--- src/rtl/mtime_timer.sv ---
// Machine timer: 1 MHz prescaler, 64-bit mtime with CLINT half-writes,
// and registered mtime >= mtimecmp interrupt request.
module mtime_timer #(
    parameter int FMAX_MHz = 27
) (
    input  logic        i_clk,
    input  logic        i_reset,
    input  logic        i_halt,
    input  logic        i_wr_valid,
    input  logic        i_wr_hi,
    input  logic [31:0] i_wr_data,
    input  logic [63:0] i_mtimecmp,
    output logic [63:0] o_mtime,
    output logic        o_tick,
    output logic        o_mtip
);
    localparam int PW = $clog2(FMAX_MHz + 1);
    localparam logic [PW-1:0] PTERM = PW'(FMAX_MHz - 1);

    logic [PW-1:0] r_pcnt;
    logic [63:0]   r_mtime;
    logic          r_tick;
    logic          r_mtip;
    logic          w_term;
    logic [63:0]   w_mtime_wr;

    assign w_term = (r_pcnt == PTERM);

    // Selected half replaced, the other half kept; no carry between halves.
    assign w_mtime_wr = i_wr_hi ? {i_wr_data, r_mtime[31:0]}
                                : {r_mtime[63:32], i_wr_data};

    always_ff @(posedge i_clk) begin
        if (i_reset) begin
            r_pcnt  <= '0;
            r_mtime <= '0;
            r_tick  <= 1'b0;
            r_mtip  <= 1'b0;
        end else begin
            r_mtip <= (r_mtime >= i_mtimecmp);
            if (i_wr_valid) begin
                // A write restarts the period and suppresses any same-cycle increment.
                r_mtime <= w_mtime_wr;
                r_pcnt  <= '0;
                r_tick  <= 1'b0;
            end else if (i_halt) begin
                r_tick  <= 1'b0;
            end else if (w_term) begin
                r_pcnt  <= '0;
                r_mtime <= r_mtime + 64'd1;
                r_tick  <= 1'b1;
            end else begin
                r_pcnt  <= r_pcnt + 1'b1;
                r_tick  <= 1'b0;
            end
        end
    end

    assign o_mtime = r_mtime;
    assign o_tick  = r_tick;
    assign o_mtip  = r_mtip;
endmodule

--- config.mk ---
export PLATFORM = sky130hd
export DESIGN_NAME = mtime_timer
export DESIGN_NICKNAME = d
export VERILOG_FILES = /design/src/rtl/mtime_timer.sv
export SDC_FILE = /design/constraint.sdc
export NUM_CORES = 1
export LEC_CHECK = 0
export CORE_MARGIN = 2
export CORE_UTILIZATION = 45
export DETAILED_ROUTE_END_ITERATION = 12
export PLACE_DENSITY_LB_ADDON = 0.1
export SETUP_SLACK_MARGIN = 0.05
export SYNTH_ARGS = -nofsm -noshare
export SYNTH_HDL_FRONTEND = slang
export SYNTH_SLANG_ARGS = --single-unit
--- constraint.sdc ---
create_clock -name i_clk -period 2.6 [get_ports i_clk]
set_clock_uncertainty 0.15 [all_clocks]
set_input_delay 0.26 -clock i_clk [delete_from_list [all_inputs] [get_ports i_clk]]
set_output_delay 0.26 -clock i_clk [all_outputs]
set_load 0.005 [all_outputs]
# After elaboration in Yosys (flattened, before gate mapping)
# Cells that the tools add are included.
dict set report classes {
  n_addsub 2
  n_lt_le_gt_ge 1
  n_eq_ne 4
  mux 6
  reduce_logical 5
}
# operator n
set op_table {}
lappend op_table {{64-bit 2-to-1 mux} 4}
lappend op_table {{64-bit by 1-bit adder with 64-bit output (second input constant)} 1}
lappend op_table {{64-bit greater-or-equal comparator} 1}
lappend op_table {{3-bit AND reduction} 2}
lappend op_table {{5-bit by 1-bit adder with 5-bit output (second input constant)} 1}
lappend op_table {{5-bit equality test (second input constant)} 1}
lappend op_table {{5-bit 2-to-1 mux} 1}
lappend op_table {{2-bit by 1-bit inequality test with 1-bit output (second input constant)} 2}
lappend op_table {{3-bit OR reduction} 1}
lappend op_table {{2-bit inequality test (second input constant)} 1}
lappend op_table {{2-bit nonzero test} 1}
lappend op_table {{2-bit OR reduction} 1}
lappend op_table {{1-bit 2-to-1 mux} 1}
dict set report word_totals {
  register_bits 71
  inputBits 101
  out_inout_bits 66
}

# Logic depth before layout (Yosys ltp)
dict set report logic_depth {
  ltp_word 4
  mapped_depth 11
  ltp_nobuf 8
}

# Worst setup path after synthesis
# OpenSTA, ideal clock, no wires.
dict set report synth_path {
  path_type {register to register}
  startpoint {reg r_mtime[0], in the netlist o_mtime[0]}
  endpoint {reg r_mtime[60], in the netlist o_mtime[60]}
  arrival_time_ps 2256
  required_time_ps 2308
  path_slack_ps 52
  path_stages_with_launch 8
  path_buffers 0
  cell_sequence {dfxtp_1 > ha_1 > and4_2 > nand4bb_4 > nor4_4 > or4b_1 > a221oi_1 > a311oi_1}
}
dict set report synth_via {
  elab_chain_len 4
}
# item line
set synth_rtl {}
lappend synth_rtl {{start: declaration} 21} ;# logic [63:0] r_mtime;
lappend synth_rtl {{start signal: assignment} 43} ;# r_mtime <= w_mtime_wr;
lappend synth_rtl {{start signal: assignment} 50} ;# r_mtime <= r_mtime + 64'd1;
lappend synth_rtl {{64-bit by 1-bit adder with 64-bit output} 50}
lappend synth_rtl {{64-bit 2-to-1 mux} 48} ;# end else if (w_term) begin
lappend synth_rtl {{64-bit 2-to-1 mux} 46} ;# end else if (i_halt) begin
lappend synth_rtl {{64-bit 2-to-1 mux} 41} ;# if (i_wr_valid) begin
# Every way passes these cells. The select of a mux whose other input is x is not followed.
# A chain may end at the register's enable or synchronous reset.

# Worst setup path after layout
dict set report layout_path {
  startpoint {reg r_mtime[3], in the netlist o_mtime[3]}
  endpoint {reg r_mtime[59], in the netlist o_mtime[59]}
}
# The elaborated chain is that of the path after synthesis.

==> impl_metrics.tcl <==
set metrics [dict create \
    status "finished clean" \
    clock_path_buffers 2 \
    fin_crit_ns 2.44 \
    endpoint "o_mtime[59]" \
    fmaxAchievable_ghz 0.410 \
    postSynthAreaPerCell_sq_um 7.32 \
    firstDrtPassIters 5 \
    ios 167 \
    io_buffers 166 \
    insertion_delay_ns 0.34 \
    drive_gt1_frac 0.149 \
    cts.sinks 71 \
    crit_start "o_mtime[3]" \
    ys_ff_latch 71 \
    max-vdd-ir-drop_mv 0.251 \
    drtIter0Drc 684 \
    cap_violations 0 \
    cpPeakStageDelay_ns 0.54 \
    r2r-start "o_mtime[3]" \
    finish.utilization 0.672 \
    reg2regPathDepth 7 \
    drt-total-wl_mm 23.9 \
    syn_nets 1025 \
    synth_common_cells "79 x nand2_1, 77 x a21oi_1, 75 x inv_1" \
    dp_hpwl_mm 17.9 \
    cts_hold_buffers 0 \
    coreArea_sq_um 13800 \
    worst-r2r-setup-slack_ns 0.16 \
    h-tree-depth 3 \
    antenna_found_initial 0 \
    clockRootBuffer "clkbuf_16" \
    dieArea_sq_um 14900 \
    yosys.area.top_type "dfxtp_1" \
    syn_area_sq_um 6280 \
    synth_warnings 0 \
    critPathSlowestCell "or4_4" \
    synth.most_common_cell "nand2_1" \
    grt_max_degree 37 \
    synthCells 857 \
    drv_slew 0 \
    grt_pass1_wl_mm 36.5 \
    avgViaCountPerCell 5.99 \
    r2r-end "o_mtime[59]" \
    dieHeight_um 122 \
    end_kind "flop" \
    num_vias 7695 \
    clk_transition_reported_paths_ns 0.06 \
    final_nets 1267 \
    ant_nets 0 \
    initial_core_util 0.456 \
    globalplace.congestion 0.925 \
    arrival_ns 2.51 \
    drcViolationCount 0 \
    ys_seq_area_frac 0.226 \
    setup_viol 0 \
    wl_per_cell_um 18.6 \
    yosys_most_used_dff "dfxtp_1" \
    async_flop_share 0 \
    grt-ovfl-total 0 \
    hold_class "primary input to flop" \
    p_per_area_nw_per_um2 375 \
    path_class "flop to flop" \
    slew_headroom 0.445 \
    first_global_vias 6941 \
    n_antenna_cell 0 \
    crit_chain "nand4_2 -> or4_4 -> nor4_4 -> buf_4 -> nand4_1 -> a221o_1 -> o211a_1" \
    p_leak_nw 4.07 \
    critPathMaxFanout 4 \
    worstSetupStartpointType "flop" \
    cts_tree "yes" \
    synthToLayoutAreaGrowth_pct 47.4 \
    synth_edf_count 0 \
    yosys.area.top_type_share 0.226 \
    grtUsageTotal 0.314 \
    rows 43 \
    required_ns 2.68 \
    holdWs_ns 0.274 \
    ys_top_cells_by_area "dfxtp_1 23%, ha_1 13%, a21oi_1 6.1%, nand2_1 4.7%, inv_1 4.5%" \
    fin_crit_sh 0.937 \
    hold_viol 0 \
    numCtsBuffers 9 \
    worst_slew_pin_slew_ns 0.830 \
    die_w_um 122 \
    rsz0062_at_grt "yes" \
    synth_cell_type_count 68 \
]
per-stage QoR:
step | TNS (ns) | area [sq um] | total power (W) | instances | setup slack [ns]
detailed placement | -0.254 | 8840 | 0.00211 | 1266 | -0.254
floorplan | 0 | 6280 | 0.00161 | 857 | 0.0523
finish | 0 | 9250 | 0.00347 | 1284 | 0.164
global route | 0 | 9250 | 0.00359 | 1284 | 0.0272
CTS | 0 | 9170 | 0.00345 | 1282 | 0.0126
global placement | -0.148 | 8840 | 0.00210 | 1266 | -0.148
cells by family (layout without fill, tap and decap cells):
family                     count (synthesis)  count (layout)  share of synthesized area
AOI/OAI and AO/OA                        224             224                      0.220
DFF                                       71              71                      0.226
xor gates and xnor gates                   8               8                     0.0112
and+or+nand+nor                          352             352                      0.308
adders and majority gates                 67              67                      0.134
muxes                                     18              18                     0.0291
buffers and inverters                    117             364                     0.0718
critical path: cells and delay by family, from the launching register on:
family / cells / cell delay (ns)
simple gates: 4 / 1.10
compound gates: 2 / 0.51
flops: 1 / 0.39
buf+inv: 1 / 0.16
final cells by class:
cell class              instances  area, sq um
clock buffers                  10          229
clock inverters                 6         85.1
fillers                      1231         4520
inverters                      75          282
multi-input cells             669         4460
flip-flops and latches         71         1450
well taps                     180          225
repair buffers                273         2520
layout by cell type, fill, tap and decap left out, types with 4 or more instances in the layout:
master           instances
a21o_1                  12
a21oi_1                 77
a22oi_1                  4
a311oi_1                 8
a31oi_1                 12
and2_1                  11
and3_1                  28
and4_1                   9
buf_12                   5
buf_4                  102
clkbuf_16                9
clkdlybuf4s50_1        165
dfxtp_1                 55
dfxtp_2                 14
ha_1                    66
inv_1                   75
mux2i_1                 16
nand2_1                 79
nand3_1                 34
nand4_1                 33
nand4b_1                 6
nor2_1                  68
nor3_1                  20
nor4_1                  18
nor4_4                   4
o21a_1                   5
o21ai_0                 51
o22ai_1                 14
o31ai_1                  4
or3_1                    9
or4_1                    8
xor2_1                   5
how the worst min path moves through the flow:
stage | from | endpoint | slack [ns] | cells past startpoint
2_1_floorplan | i_wr_data[25] | o_mtime[25] | 0.25 | 2
3_3_place_gp | o_mtime[17] | o_mtime[17] | 0.36 | 1
3_5_place_dp | o_mtime[42] | o_mtime[42] | 0.37 | 2
4_1_cts | i_reset | o_mtime[46] | 0.25 | 3
5_1_grt | i_reset | o_mtime[42] | 0.30 | 3
6_report | i_reset | o_mtime[46] | 0.27 | 3
report_power, final:
group | internal [W] | switching (W) | total, W
Combinational | 0.000479 | 0.000406 | 0.000885
Sequential | 0.00115 | 0.0000774 | 0.00123
Clock | 0.000838 | 0.000519 | 0.00136
Total | 0.00247 | 0.00100 | 0.00347
timing repair:
| action | in CTS | in global routing |
|---|---|---|
| endpoints found under the setup margin | 3 | 9 |
| setup buffers | 0 | 2 |
| pin swaps | 0 | 7 |
| gates cloned | 0 | 0 |
| resized for setup | 3 | 30 |
| hold endpoints to repair | 0 | 0 |
state kept, by name, indices dropped and copies added, names as in the netlist:
signal / cells
o_mtime: 64
r_pcnt: 5
o_mtip: 1
o_tick: 1
layer usage:
layer	global-route usage	wire length [um]	part of all wire	vias to the layer above
met2	0.506	10700	0.45	428
met4	0.122	747	0.031	0
met1	0.426	9960	0.42	3539
li1	-	-	-	3663
met5	0	0	0	-
met3	0.0440	2550	0.11	65
Note: power is estimated with default switching activity, not from simulation.
